--- src/rtl/ecall_service_pkg.sv ---
// Shared definitions for the ecall responder: service codes, FSM state
// encoding and the service-number decoder.
package ecall_defs;

  localparam logic [31:0] PRINT_INT = 32'd1;
  localparam logic [31:0] READ_INT  = 32'd5;
  localparam logic [31:0] EXIT      = 32'd10;

  typedef enum logic [2:0] {
    ST_IDLE         = 3'd0,
    ST_ARM          = 3'd1,
    ST_WAIT_PRESS   = 3'd2,
    ST_WAIT_RELEASE = 3'd3,
    ST_PULSE        = 3'd4,
    ST_COOLDOWN     = 3'd5,
    ST_HALT         = 3'd6
  } state_t;

  typedef enum logic [1:0] {
    SVC_NOP   = 2'd0,
    SVC_PRINT = 2'd1,
    SVC_READ  = 2'd2,
    SVC_EXIT  = 2'd3
  } svc_t;

  function automatic svc_t decode_svc(input logic [31:0] code);
    case (code)
      PRINT_INT: return SVC_PRINT;
      READ_INT:  return SVC_READ;
      EXIT:      return SVC_EXIT;
      default:   return SVC_NOP;
    endcase
  endfunction

endpackage

--- src/rtl/ecall_service_debounce.sv ---
// Button conditioner: two-flop synchroniser followed by a stability counter;
// the clean level only follows the input after DEBOUNCE_CYCLES steady cycles.
module button_debounce #(
  parameter int DEBOUNCE_CYCLES = 1_000_000
) (
  input  logic clock,
  input  logic reset,
  input  logic raw,
  output logic clean
);

  localparam int CNT_W = $clog2(DEBOUNCE_CYCLES + 1);
  localparam logic [CNT_W-1:0] CNT_LAST = CNT_W'(DEBOUNCE_CYCLES);

  logic             sync1_q, sync2_q;
  logic             clean_q, clean_d;
  logic [CNT_W-1:0] cnt_q, cnt_d, cnt_inc;

  always_comb begin
    cnt_inc = cnt_q + 1'b1;
    cnt_d   = cnt_q;
    clean_d = clean_q;
    if (sync2_q == clean_q) begin
      cnt_d = '0;
    end else if (cnt_inc == CNT_LAST) begin
      // the D-th consecutive disagreeing sample flips the clean level
      cnt_d   = '0;
      clean_d = sync2_q;
    end else begin
      cnt_d = cnt_inc;
    end
  end

  always_ff @(posedge clock or negedge reset) begin
    if (!reset) begin
      sync1_q <= 1'b0;
      sync2_q <= 1'b0;
      cnt_q   <= '0;
      clean_q <= 1'b0;
    end else begin
      sync1_q <= raw;
      sync2_q <= sync1_q;
      cnt_q   <= cnt_d;
      clean_q <= clean_d;
    end
  end

  assign clean = clean_q;

endmodule

--- src/rtl/ecall_service.sv ---
// Responder side of the ecall/continue handshake: performs the board I/O for
// a service call and releases fetch with a single clean continue pulse.
module ecall_service
  import ecall_defs::*;
#(
  parameter int DEBOUNCE_CYCLES = 1_000_000,
  parameter int PC_WIDTH        = 16
) (
  input  logic                clock,
  input  logic                reset,
  input  logic                ecall,
  input  logic [PC_WIDTH-1:0] pc,
  input  logic [31:0]         a7,
  input  logic [31:0]         a0,
  input  logic [15:0]         switches,
  input  logic                button_raw,
  output logic                continue_button,
  output logic                wb_en,
  output logic [31:0]         rd_data,
  output logic [31:0]         display,
  output logic                halted,
  output logic                busy
);

  logic                clean;
  state_t              state_q, state_d;
  svc_t                svc_q, svc_d;
  logic [PC_WIDTH-1:0] ecall_pc_q, ecall_pc_d;
  logic [31:0]         display_q, display_d;
  logic [31:0]         rd_data_q, rd_data_d;

  button_debounce #(
    .DEBOUNCE_CYCLES(DEBOUNCE_CYCLES)
  ) u_debounce (
    .clock(clock),
    .reset(reset),
    .raw  (button_raw),
    .clean(clean)
  );

  always_comb begin
    state_d    = state_q;
    svc_d      = svc_q;
    ecall_pc_d = ecall_pc_q;
    display_d  = display_q;
    rd_data_d  = rd_data_q;
    case (state_q)
      ST_IDLE: begin
        if (ecall) begin
          ecall_pc_d = pc;
          svc_d      = decode_svc(a7);
          case (decode_svc(a7))
            SVC_EXIT:  state_d = ST_HALT;
            SVC_PRINT: begin
              display_d = a0;
              state_d   = ST_ARM;
            end
            SVC_READ:  state_d = ST_ARM;
            default:   state_d = ST_PULSE;
          endcase
        end
      end
      // a button still held from the previous call must be released first
      ST_ARM: begin
        if (!ecall)      state_d = ST_IDLE;
        else if (!clean) state_d = ST_WAIT_PRESS;
      end
      ST_WAIT_PRESS: begin
        if (!ecall)     state_d = ST_IDLE;
        else if (clean) state_d = ST_WAIT_RELEASE;
      end
      ST_WAIT_RELEASE: begin
        if (!ecall) begin
          state_d = ST_IDLE;
        end else if (!clean) begin
          state_d = ST_PULSE;
          if (svc_q == SVC_READ) rd_data_d = {16'h0000, switches};
        end
      end
      ST_PULSE: state_d = ST_COOLDOWN;
      // ecall stays high across back-to-back calls, so wait for fetch to move
      ST_COOLDOWN: begin
        if (pc != ecall_pc_q) state_d = ST_IDLE;
      end
      ST_HALT: state_d = ST_HALT;
      default: state_d = ST_IDLE;
    endcase
  end

  always_ff @(posedge clock or negedge reset) begin
    if (!reset) begin
      state_q    <= ST_IDLE;
      svc_q      <= SVC_NOP;
      ecall_pc_q <= '0;
      display_q  <= '0;
      rd_data_q  <= '0;
    end else begin
      state_q    <= state_d;
      svc_q      <= svc_d;
      ecall_pc_q <= ecall_pc_d;
      display_q  <= display_d;
      rd_data_q  <= rd_data_d;
    end
  end

  assign continue_button = (state_q == ST_PULSE);
  assign wb_en           = (state_q == ST_PULSE) && (svc_q == SVC_READ);
  assign halted          = (state_q == ST_HALT);
  assign busy            = (state_q != ST_IDLE);
  assign display         = display_q;
  assign rd_data         = rd_data_q;

endmodule

--- config.mk ---
export PLATFORM = sky130hd
export DESIGN_NAME = ecall_service
export DESIGN_NICKNAME = d
export VERILOG_FILES = /design/src/rtl/ecall_service_pkg.sv /design/src/rtl/ecall_service_debounce.sv /design/src/rtl/ecall_service.sv
export SDC_FILE = /design/constraint.sdc
export NUM_CORES = 1
export LEC_CHECK = 0
export ABC_AREA = 1
export BUFFER_PORTS_ARGS = -buffer_cell sky130_fd_sc_hd__buf_2
export CAP_MARGIN = 0
export CELL_PAD_IN_SITES_DETAIL_PLACEMENT = 0
export CELL_PAD_IN_SITES_GLOBAL_PLACEMENT = 2
export CORE_UTILIZATION = 26
export DETAILED_ROUTE_END_ITERATION = 6
export HOLD_SLACK_MARGIN = 0.03
export PLACE_DENSITY = 0.85
export SLEW_MARGIN = 20
export SYNTH_ARGS = -nofsm -noshare
export SYNTH_HDL_FRONTEND = slang
export SYNTH_SLANG_ARGS = --single-unit
--- constraint.sdc ---
create_clock -name clock -period 2 [get_ports clock]
set_clock_uncertainty 0.2 [all_clocks]
set_input_delay 0.4 -clock clock [delete_from_list [all_inputs] [get_ports clock]]
set_output_delay 0.4 -clock clock [all_outputs]
set_load 0.005 [all_outputs]
* Word level (Yosys, flattened, before mapping) *
Index checks and enable logic that the tools add are counted.

storage, ports and cells
  register bits = 92
  input port bits = 100
  output and inout bits = 68
  logic and storage cells = 57

operators by class
  add/subtract/negate cells = 1
  equal/unequal tests = 21
  muxes and demuxes = 15
  bitwise operators = 2
  reduce and logical (&&, ||, !) cells = 9

operators by type and width
  cell                                                                     count
  20-bit 2-to-1 mux                                                        2
  32-bit by 1-bit equality test with 1-bit output, second input constant   1
  32-bit by 3-bit equality test with 1-bit output, second input constant   1
  32-bit by 4-bit equality test with 1-bit output, second input constant   1
  3-bit 2-to-1 mux                                                         8
  3-bit one-hot mux with 7 select lines                                    1
  20-bit by 1-bit adder with 20-bit output, second input constant          1
  20-bit equality test, second input constant                              1
  16-bit inequality test                                                   1
  3-bit equality test, second input constant                               3
  2-bit equality test, second input constant                               3
  3-bit by 2-bit equality test with 1-bit output, second input constant    2
  3-bit inequality test, second input constant                             2
  2-bit one-hot mux with 3 select lines                                    1
  3-bit one-hot mux with 2 select lines                                    1
  5-bit AND reduction                                                      1
  2-bit 2-to-1 mux                                                         2
  2-bit inequality test, second input constant                             2
  2-bit AND reduction                                                      2
  4-bit AND reduction                                                      1
  3-bit by 1-bit equality test with 1-bit output, second input constant    1
  3-bit zero test                                                          1
  3-bit by 2-bit inequality test with 1-bit output, second input constant  1
  3-bit AND reduction                                                      1
  other kinds (6)                                                          7

* Depth between registers and ports, before layout *
Gate-level depths: netlist (run 1).

  depth in word-level cells = 9
  depth in mapped cells = 13
  depth with buffers taken out = 13

* Cells and area by module *
From an unflattened synthesis (run 1), not the netlist that was laid out.

second synthesis, totals
  cells, all modules = 508
  area, all modules = 4654.5 um^2

modules (own cells, without submodules)
  module           instances  cells each  area an instance (um^2)  seq. area each (um^2)
  ecall_service    1          323         3304.4                   1726.7
  button_debounce  1          185         1350.0                   575.6

* Worst setup path after synthesis (run 1) *
OpenSTA, ideal clock, no wires.

  path type = input port to flip-flop
  from = in a7[7]
  to = reg display_q[0] (netlist: display[0])
  setup time = 0.128 ns
  data arrival time = 1.803 ns
  required time = 1.672 ns
  setup slack = -0.131 ns
  stages = 9
  path buffers = 1
  cell sequence = nor2_1 nand2_1 nor4_1 a31o_2 nand2_1 ha_1 nand2_1 buf_2 mux2_1

between the ends
  cells in the longest elaborated chain, start to end = 6
  elaborated cells on any way between the ends = 8
  classes of those cells = eq/ne (4); mux (3); reduce/logical (1)

RTL lines
  what                                                                     RTL line                 text
  from (decl)                                                              ecall_service.sv:13      input logic [31:0] a7,
  32-bit by 4-bit equality test with 1-bit output (tied with other cells)  ecall_service_pkg.sv:27  case (code)
  2-bit one-hot mux with 3 select lines *                                  ecall_service_pkg.sv:27
  2-bit 2-to-1 mux *                                                       ecall_service.sv:49      if (ecall) begin
  2-bit 2-to-1 mux *                                                       ecall_service.sv:47      case (state_q)
  2-bit by 1-bit equality test with 1-bit output *                         ecall_service.sv:52      case (decode_svc(a7))
  3-bit AND reduction (no source line) *                                   n/a
  to (signal assigned)                                                     ecall_service.sv:101     display_q <= display_d;
  to (decl)                                                                ecall_service.sv:29      logic [31:0] display_q, display_d;

Mark *: on every way between the ends. The rest lies on a longest branch, timed or not. The select of a mux whose other input is x is not followed.
A chain may end at the register's enable or synchronous reset.

* Worst setup path in the final report (run 1) *
  from = reg u_debounce.cnt_q[0]
  to = reg u_debounce.cnt_q[17]

between the ends
  cells in the longest elaborated chain, start to end = 4

RTL lines
  what                                        RTL line                      text
  from (decl)                                 ecall_service_debounce.sv:17  logic [CNT_W-1:0] cnt_q, cnt_d, cnt_inc;
  from (signal assigned)                      ecall_service_debounce.sv:43  cnt_q <= cnt_d;
  20-bit by 1-bit adder with 20-bit output *  ecall_service_debounce.sv:20  cnt_inc = cnt_q + 1'b1;
  20-bit equality test                        ecall_service_debounce.sv:25  end else if (cnt_inc == CNT_LAST) begin
  20-bit 2-to-1 mux *                         ecall_service_debounce.sv:25
  20-bit 2-to-1 mux *                         ecall_service_debounce.sv:23  if (sync2_q == clean_q) begin
  net u_debounce.cnt_d[17]                    ecall_service_debounce.sv:17

Mark *: on every way through the listed nets, which the timed path passes. The rest lies on a longest branch.

==> results of run 1 <==
==> path summary, 6_finish.rpt <==
check                                                 end  slack, ns
max reg2reg                u_debounce.cnt_q[17]$_DFF_PN0_      -0.08
min                               rd_data[11]$_DFFE_PN0P_       0.07
min in group asynchronous         display[17]$_DFFE_PN0P_       0.34
min reg2reg                  u_debounce.sync2_q$_DFF_PN0_       0.15
max in group asynchronous          state_q[1]$_DFFE_PN0P_       0.68
max                        u_debounce.cnt_q[17]$_DFF_PN0_      -0.08
==> cells by family after synthesis <==
| group | after synthesis | share of synthesized area |
|---|---|---|
| compound gates | 37 | 0.0454 |
| xor+xnor | 9 | 0.0174 |
| fa+ha+maj | 3 | 0.00830 |
| buf+inv | 72 | 0.0742 |
| flops | 92 | 0.509 |
| mux | 48 | 0.120 |
| other cells | 1 | 0.000829 |
| simple gates | 219 | 0.225 |
==> timing repair <==
| action | in CTS | in global routing |
|---|---|---|
| cloned | 3 | 1 |
| hold buffers | 2 | 0 |
| pin swaps | 23 | 22 |
| buffers inserted | 13 | 7 |
| gates resized for setup | 35 | 52 |
| setup endpoints to repair | 45 | 64 |
| hold endpoints to repair | 33 | 0 |
==> report_power, final <==
part	internal [µW]	switching, µW
sequential	2060	163
combinational	494	644
clock	865	794
total	3420	1600
==> layout by cell type (no fill, tap or decap), types with 3 or more instances in the layout <==
cell type	netlist	final
xor2_1	6	6
o21ai_0	22	18
dfrtp_1	92	89
nor4_4	0	3
nand2_1	113	103
nor3_1	3	3
buf_2	4	147
buf_12	0	4
a21oi_1	5	5
mux2_2	8	8
inv_1	45	43
nand3_1	12	11
clkbuf_16	0	9
nor2_1	43	36
nand2_4	2	5
nand2_8	0	5
xnor2_1	3	3
mux2_1	40	10
o21ai_1	2	4
nor2_2	14	15
mux2_4	0	30
buf_4	16	46
nor4_2	0	4
conb_1	1	16
buf_6	0	6
inv_2	4	6
nor2_4	5	11
nand2_2	2	8
nand4_1	11	11
dfrtp_2	0	3
==> metal layers <==
layer	vias up	part of all wire
met3	14	0.034
met4	0	0.012
met1	1858	0.43
li1	1963	-
met5	-	0
met2	73	0.53
==> sequential cells by signal (all words and copies together) (netlist names) <==
register,flops
u_debounce.sync2_q,1
u_debounce.clean,1
rd_data,16
display,32
ecall_pc_q,16
svc_q,2
u_debounce.cnt_q,20
u_debounce.sync1_q,1
state_q,3
==> synth_stat cells, types with 5 or more instances <==
master and number:
inv_1 45, nor2_4 5, mux2_2 8, nand2_1 113, o21ai_0 22, a21oi_1 5, nand4_1 11, nor2_1 43
nor4_1 7, nand3_1 12, mux2_1 40, dfrtp_1 92, buf_4 16, xor2_1 6, nor2_2 14
==> stage by stage <==
stage          cells  hold slack (ns)
2_1_floorplan    496          -0.0956
3_3_place_gp     877            0.148
3_5_place_dp     877            0.135
4_1_cts          910           0.0397
5_1_grt          918           0.0539
6_report         918           0.0650
==> area by class of cell <==
cell class	instances	area, µm²
repair buffers	205	1250
fillers	1675	10100
clock buffers	9	225
clock inverters	7	60.1
flip-flops and latches	92	2310
multi-input cells	336	2360
inverters	49	184
well taps	220	275
==> metrics, run 1 <==
asr flop ratio synth=1.00; DRC viols=0; Yosys cell types=37; number of synthesized flops with an enable pin=0; diodes inserted=0; Leak=0.00356 µW; vias in the first global route=4097; failing checks=setup timing; drt first-iter violations=138; Synth area leaders=dfrtp_1, mux2_1, nand2_1; RSZ-0062 raised after global routing=yes; # setup viols final=27; Final Slew Violations=0; GRT busiest layer=met2; placed cell area=5800 µm²; Die Y=134 µm; final net count=796; Antenna Nets Post-Route=0; Crit path arrival time=2.13 ns; grt met1 use=0.161; via count=3908; fin area=6660 µm²; root cell of the clock tree=clkbuf_16; DRT Wirelength=12100 µm; crit share post-route=1.04; gr ovfl total=0; pin count of the biggest net entering global routing=35; Power Density=753 nW/µm²; slowest cell on the critical path=dfrtp_1; Reg clk slew, reported paths=0.07 ns; port buffer count=151; Tmin final=2.08 ns; synthesis-stage register bit count=92; Register-to-Register Path Depth=13; Peak VDD IR=0.000454 V; Post-synth top flop=dfrtp_1; met3 Use GR=0.0314; sequential element share of the synthesized area=0.509; CTS tree=built; Clk Latency, worst-skew pair=0.35 ns; critical path depth=13; CTS buffer count=9; Layout area overhead=47.3%; setup TNS=-0.860 ns; slowest stage delay, CP=0.39 ns; CP cell instances=ha_4 -> buf_4 -> nand3_2 -> nor2_2 -> nand2_1 -> nand2_1 -> nand2_1 -> nor2_1 -> nand2_1 -> nor2_4 -> nand3_4 -> nand2_4 -> nor2_2; die area=~18000 µm²; drt pass-1 iters=4; row cnt=47; DR vias/cell=4.26; Routed wire per std cell=around 13 µm; first-pass GRT wire length=19700 µm; delay-heaviest family, CP=simple AND/OR/NAND/NOR gates; DP Worst Slack=-0.635 ns; Max H-tree Level=3; Hold Fails Final Rpt=0; biggest area consumer among synthesized cells=dfrtp_1; clock tree buffer depth=2; initial antenna violation count=0; GP Congestion=between 0.8 and 0.9; core area=between 15000 and 20000 µm²; Max Cap Violations=0; critical path class=reg2reg; total track usage=0.139; Worst Path Buf+Inv=1; Critical Path RT=2.05 ns; Ports=168; Cells after Synth=481; Final WS setup=-0.0809 ns; outcome=finished, violations left; HPWL Detailed=8850 µm; die extent in x=134 µm; highest fanout seen on the critical path=4; CP most frequent cell=nand2_1; Post-Syn Area=4520 µm²; crit path from=u_debounce.cnt_q[0]$_DFF_PN0_; type of origin of the critical path=flop; fraction of layout cells with a size suffix above 1=0.470; Design Power=around 5000 µW; fin util=0.398; synthesis warning total=0; Synth top area share=0.509; CP Capture Type=flop; mean post-synth cell area=9.40 µm²; initial core utilization=0.270; HP Start=switches[11]; Max Freq=0.481 GHz; R2R Path Start=u_debounce.cnt_q[0]$_DFF_PN0_; GR met2 Demand/Resource=0.254; WHS Path Cells=2; Sink Count=just over 90; hold crit path type=in2reg
Power figures use the tool's default switching activity.
==> run 2: changes to the inputs <==
--- a/config.mk
+++ b/config.mk
@@ -10,10 +10,11 @@
 export CAP_MARGIN = 0
 export CELL_PAD_IN_SITES_DETAIL_PLACEMENT = 0
 export CELL_PAD_IN_SITES_GLOBAL_PLACEMENT = 2
-export CORE_UTILIZATION = 26
+export CORE_UTILIZATION = 27
+export CTS_BUF_LIST = sky130_fd_sc_hd__clkbuf_8
 export DETAILED_ROUTE_END_ITERATION = 6
 export HOLD_SLACK_MARGIN = 0.03
-export PLACE_DENSITY = 0.85
+export PLACE_DENSITY = 0.78
 export SLEW_MARGIN = 20
 export SYNTH_ARGS = -nofsm -noshare
 export SYNTH_HDL_FRONTEND = slang
==> metrics, run 2 (synthesis results as in run 1) <==
outcome=finished, violations left; failing checks=setup timing; Power Density=680 nW/µm² (-9.7%); first-pass GRT wire length=20400 µm (+3.4%); drt first-iter violations=74 (-46%); crit share post-route=1.03 (-0.00742); Final WS setup=-0.0661 ns (+0.0148 ns); Internal Power=3130 µW (-8.3%); Peak VDD IR=0.000387 V (-15%); drt pass-1 iters=4 (unchanged); Routed wire per std cell=13.0 µm (-1.6%); clock tree buffer depth=2 (unchanged); Ports=168 (unchanged); Max Freq=0.484 GHz (+0.72%); Largest register FFs=32 (unchanged); Critical Path RT=2.07 ns (+0.02 ns); commonest non-fill, non-tap cell in the layout=buf_2; highest fanout seen on the critical path=5 (+1); Reg clk slew, reported paths=0.09 ns (+0.02 ns); critical path class=reg2reg; Crit path arrival time=2.14 ns (about the same); Antenna Nets Post-Route=0 (unchanged); type of origin of the critical path=flop; pin count of the biggest net entering global routing=39 (+11%); initial core utilization=0.281 (+0.0108); via count=4109 (+5.1%); clock network power share=0.265 (-0.066); switching part of the total=0.325 (+0.00592); DR vias/cell=4.32 (+1.4%); Tmin final=2.07 ns (-0.0148 ns); fin area=6830 µm² (+2.5%); diodes inserted=0 (unchanged); GP Congestion=0.802 (-0.32%); Hold Fails Final Rpt=0 (unchanged); RSZ-0062 raised after global routing=yes; fin util=0.424 (+0.0261); die area=17300 µm² (-3.6%); gr ovfl total=0 (unchanged); DRC viols=0 (unchanged); DRT Wirelength=12400 µm (+2.0%); combinational fraction of design power=0.257 (+0.030); total track usage=0.147 (+0.00804); vias in the first global route=4331 (+5.7%); initial antenna violation count=0 (unchanged); port buffer count=151 (unchanged); final net count=834 (+4.8%); # setup viols final=10 (-63%); HPWL Detailed=8840 µm (-0.17%); Layout area overhead=51.0%; root cell of the clock tree=clkbuf_8; row cnt=46 (-2.1%); sequential power share=0.478 (+0.035); Leak=0.00358 µW (+0.46%); CTS buffer count=9 (unchanged); Sink Count=92 (unchanged); Max H-tree Level=3 (unchanged); Design Power=4640 µW (-7.5%); hold crit path type=in2reg; most frequent cells in the layout=buf_2, nand2_1, dfrtp_1; core area=16100 µm² (-3.8%); CP Capture Type=flop; fraction of layout cells with a size suffix above 1=0.412 (-0.0582); Die Y=131 µm (-1.8%); CTS tree=built; Final Slew Violations=0 (unchanged); Clk Latency, worst-skew pair=0.37 ns (+0.02 ns); Sw Pwr=1510 µW (-5.8%); die extent in x=131 µm (-1.8%); Fin Hold WS=0.0550 ns (-0.0100 ns); Filler cells=1642 (-2.0%); Max Cap Violations=0 (unchanged); placed cell area=5810 µm² (+0.30%)
==> run 2: cell count changes in the layout (fill, tap and decap cells not counted), moves of 3 or more <==
cell | before | now
dlygate4sd3_1 | 2 | 44
o21ai_1 | 4 | 1
buf_6 | 6 | 1
mux2_1 | 10 | 31
mux2_4 | 30 | 9
o21ai_0 | 18 | 21
clkbuf_16 | 9 | 0
buf_2 | 147 | 150
clkbuf_8 | 0 | 11
==> run 2: timing repair <==
action,CTS,global route
cloned,2,2
setup buffers,5,7
hold endpoints to repair,75,0
resized for setup,22,37
endpoints found under the setup margin,44,50
pin swaps,14,19
hold buffers,44,0
==> run 2: final timing paths <==
check	startpoint	endpoint	slack, ns	cells after the start
min reg2reg	u_debounce.sync1_q$_DFF_PN0_	u_debounce.sync2_q$_DFF_PN0_	0.16	0
max	u_debounce.cnt_q[0]$_DFF_PN0_	u_debounce.cnt_q[1]$_DFF_PN0_	-0.07	12
min in group asynchronous	reset	display[1]$_DFFE_PN0P_	0.26	2
max reg2reg	u_debounce.cnt_q[0]$_DFF_PN0_	u_debounce.cnt_q[1]$_DFF_PN0_	-0.07	12
min	a0[12]	display[12]$_DFFE_PN0P_	0.06	2
max in group asynchronous	reset	state_q[1]$_DFFE_PN0P_	0.81	3
==> run 2: through the flow <==
stage          TNS (ns)  setup WS [ns]  cells
2_1_floorplan     -1.84        -0.0614    496
5_1_grt           -2.22         -0.232    952
4_1_cts          -0.872        -0.0948    943
6_report         -0.532        -0.0661    952
3_5_place_dp     -17.94         -0.519    876
3_3_place_gp     -16.01         -0.446    876
==> run 2: area by class of cell <==
cell class | instances | area [µm²] | area share
Clock buffer | 11 | 151 | 0.0222
Clock inverter | 5 | 42.5 | 0.00623
Inverter | 49 | 186 | 0.0273
Multi-Input combinational cell | 336 | 2270 | 0.332
Sequential cell | 92 | 2310 | 0.338
Tap cell | 216 | 270 | 0.0396
Timing Repair Buffer | 243 | 1600 | 0.234
==> run 2: power groups by stage <==
| stage | logic [µW] | clock network [µW] | registers, µW |
|---|---|---|---|
| after floorplan | 582 | 0 | 2200 |
| after global placement | 884 | 0 | 2230 |
| after detailed placement | 899 | 0 | 2230 |
| after CTS | 1050 | 1310 | 2210 |
| after global routing | 1350 | 1370 | 2250 |
| final | 1190 | 1230 | 2220 |
==> run 2: routing by layer <==
layer  wire [µm]  part of all wire  track usage
met5           0                 0            0
met4         250             0.020       0.0691
met3         377             0.030       0.0266
met2        6750              0.55        0.271
met1        5000              0.40        0.163
==> run 2: worst max-delay path: stages, from the launching register on <==
cell and delay [ns]:
dfrtp_1 0.36, ha_2 0.20, nand2_2 0.08, nor2_4 0.20
nand3_1 0.10, nand2_1 0.09, nand2_1 0.08, nor2_1 0.08
nand2_1 0.10, nor2_4 0.16, nand3_4 0.13, nand2_4 0.14
nor2_2 0.04
==> run 3: changes to the inputs <==
--- a/config.mk
+++ b/config.mk
@@ -5,16 +5,15 @@
 export SDC_FILE = /design/constraint.sdc
 export NUM_CORES = 1
 export LEC_CHECK = 0
-export ABC_AREA = 1
 export BUFFER_PORTS_ARGS = -buffer_cell sky130_fd_sc_hd__buf_2
 export CAP_MARGIN = 0
 export CELL_PAD_IN_SITES_DETAIL_PLACEMENT = 0
 export CELL_PAD_IN_SITES_GLOBAL_PLACEMENT = 2
-export CORE_UTILIZATION = 27
+export CORE_UTILIZATION = 34
 export CTS_BUF_LIST = sky130_fd_sc_hd__clkbuf_8
 export DETAILED_ROUTE_END_ITERATION = 6
 export HOLD_SLACK_MARGIN = 0.03
-export PLACE_DENSITY = 0.78
+export PLACE_DENSITY = 0.87
 export SLEW_MARGIN = 20
 export SYNTH_ARGS = -nofsm -noshare
 export SYNTH_HDL_FRONTEND = slang
==> constraint.sdc (replaced) <==
create_clock -name clock -period 2.4 [get_ports clock]
set_clock_uncertainty 0.2 [all_clocks]
set_input_delay 0.48 -clock clock [delete_from_list [all_inputs] [get_ports clock]]
set_output_delay 0.48 -clock clock [all_outputs]
set_load 0.005 [all_outputs]
==> metrics, run 3 <==
clock tree buffer depth=2 (unchanged); gr ovfl total=0 (unchanged); vias in the first global route=3513 (-19%); mean post-synth cell area=12.2 µm² (+30%); row cnt=41 (-11%); asr flop ratio synth=1.00 (unchanged); final net count=659 (-21%); Slew headroom=0.636; diodes inserted=0 (unchanged); Max Freq=0.395 GHz (-18%); biggest area consumer among synthesized cells=dfrtp_1; Cells after Synth=357 (-26%); initial antenna violation count=0 (unchanged); fraction of layout cells with a size suffix above 1=0.559 (+0.147); synthesis warning total=0 (unchanged); sequential element share of the synthesized area=0.527 (+0.0175); count leader, synth=dfrtp_1; port buffer count=151 (unchanged); CP Capture Type=flop; number of synthesized flops with an enable pin=0 (unchanged); outcome=finished, violations left; die extent in x=115 µm (-12%); failing checks=setup timing; initial core utilization=0.348 (+0.0672); Antenna Nets Post-Route=0 (unchanged); Hold Fails Final Rpt=0 (unchanged); Peak VDD IR=0.000428 V (+11%); Ports=168 (unchanged); Sink Count=92 (unchanged); core area=12600 µm² (-22%); hold crit path type=in2reg; crit share post-route=1.06 (+0.0221); Max Cap Violations=0 (unchanged); clock network power share=0.304 (+0.039); die area=13300 µm² (-23%); Reg clk slew, reported paths=0.09 ns (about the same); Yosys cell types=46 (+24%); GP Congestion=0.760 (-5.2%); Least-Margin Pin Slew=~0.55 ns; Final WS setup=-0.132 ns (-0.0663 ns); Synth area leaders=dfrtp_1, mux2_2, xnor2_1; Tmin final=2.53 ns (+0.466 ns); Largest register FFs=32 (unchanged); Clk Latency, worst-skew pair=0.35 ns (-0.02 ns); DRC viols=0 (unchanged); synthesis-stage register bit count=92 (unchanged); total track usage=0.161 (+0.0134); Routed wire per std cell=14.0 µm (+7.8%); Leak=0.00309 µW (-14%); combinational fraction of design power=0.194 (-0.063); drt pass-1 iters=4 (unchanged); Post-synth top flop=dfrtp_1; Synth top area share=0.527 (+0.0175); fin cells=732 (-23%); Crit path arrival time=2.58 ns (+0.44 ns); WHS Path Cells=2 (unchanged); fin area=6050 µm² (-11%); Filler cells=1169 (-29%); CTS tree=built; CTS buffer count=9 (unchanged); type of origin of the critical path=flop; RSZ-0062 raised after global routing=yes; first-pass GRT wire length=16700 µm (-18%); highest fanout seen on the critical path=6 (+1); pin count of the biggest net entering global routing=42 (+7.7%); Register-to-Register Path Depth=7 (-5); Power Density=614 nW/µm² (-9.7%); Max H-tree Level=3 (unchanged); switching part of the total=0.264 (-0.0609); most frequent cells in the layout=buf_2, dfrtp_1, mux2_2; Critical Path RT=2.44 ns (+0.37 ns); placed instance count=704 (-20%); root cell of the clock tree=clkbuf_8; Post-Syn Area=4370 µm² (-3.3%); Layout area overhead=38.4%; Final Slew Violations=0 (unchanged); Sw Pwr=981 µW (-35%); HPWL Detailed=7570 µm (-14%); drt first-iter violations=114 (+54%); via count=3406 (-17%); critical path class=reg2reg; DR vias/cell=4.65 (+7.8%); # setup viols final=18 (+8); placed cell area=5600 µm² (-3.6%); commonest non-fill, non-tap cell in the layout=buf_2; Internal Power=2730 µW (-13%); Design Power=3710 µW (-20%); DRT Wirelength=10300 µm (-17%); Die Y=115 µm (-12%); Fin Hold WS=0.151 ns (+0.0959 ns); sequential power share=0.502 (+0.024); most frequent cells after synthesis=dfrtp_1, mux2_2, nor3_1, xnor2_1, buf_4
run 3: power groups by stage:
stage / sequential (µW) / clock, µW / combinational (µW)
after floorplan: 1840 / 0 / 521
after CTS: 1860 / 1160 / 719
after global placement: 1880 / 0 / 685
after detailed placement: 1890 / 0 / 706
final: 1860 / 1130 / 719
after global routing: 1890 / 1240 / 818
run 3: layer usage:
metal,routed length (µm),up-vias,global-route usage
li1,-,1641,-
met1,4280,1660,0.199
met2,5170,95,0.259
met3,671,10,0.0554
met4,139,0,0.0597
met5,0,-,0
run 3: cells by family (layout without fill, tap and decap cells):
family                   Yosys count  in the layout  synth area share
AO/OA/AOI/OAI                     19             19            0.0286
adder cells (fa/ha/maj)            3              3           0.00859
buffers and inverters             36            224            0.0464
multiplexers                      69             69             0.178
XOR/XNOR                          36             36            0.0721
AND/OR/NAND/NOR                  101            101             0.139
flip-flops                        92             92             0.527
other                              1             16          0.000858
run 3: path summary, 6_finish.rpt:
path                                                     from                            to  slack (ns)
worst max-delay path            u_debounce.cnt_q[1]$_DFF_PN0_  u_debounce.clean$_DFFE_PN0P_       -0.13
worst max register to register  u_debounce.cnt_q[1]$_DFF_PN0_  u_debounce.clean$_DFFE_PN0P_       -0.13
min in group asynchronous                               reset       display[25]$_DFFE_PN0P_        0.46
worst min-delay path                                    a0[3]        display[3]$_DFFE_PN0P_        0.15
max in group asynchronous                               reset     ecall_pc_q[7]$_DFFE_PN0P_        0.99
worst min register to register   u_debounce.sync1_q$_DFF_PN0_  u_debounce.sync2_q$_DFF_PN0_        0.16
run 3: worst max-delay path: stages (launching register included):
cell and delay, ns:
dfrtp_1 0.40, nand4_1 0.25, or3_4 0.51, nor3_4 0.15, o2111ai_2 0.17, nor4_4 0.27, buf_4 0.18, mux2_4 0.29
run 3: repair_timing:
action                                  4_1_cts  5_1_grt
endpoints found under the hold margin        39        1
pin swaps                                     5        5
endpoints found under the setup margin       18       50
resized for setup                             6       19
setup buffers                                 5        6
hold buffers                                  1        1
run 3: metrics by stage:
stage / utilization / TNS (ns) / setup slack, ns
3_3_place_gp: 0.446 / -8.13 / -0.209
5_1_grt: 0.481 / -3.75 / -0.248
3_5_place_dp: 0.446 / -9.12 / -0.240
6_report: 0.481 / -1.42 / -0.132
4_1_cts: 0.470 / -1.70 / -0.112
2_1_floorplan: - / -0.0273 / -0.0273
run 3: final cells by class:
cell class                      count  area [µm²]  area share
Sequential cell                    92        2300       0.381
Tap cell                          172         215      0.0356
Clock buffer                       10         138      0.0227
Inverter                            5        18.8     0.00310
Clock inverter                      5        77.6      0.0128
Timing Repair Buffer              204        1210       0.199
Multi-Input combinational cell    244        2090       0.346
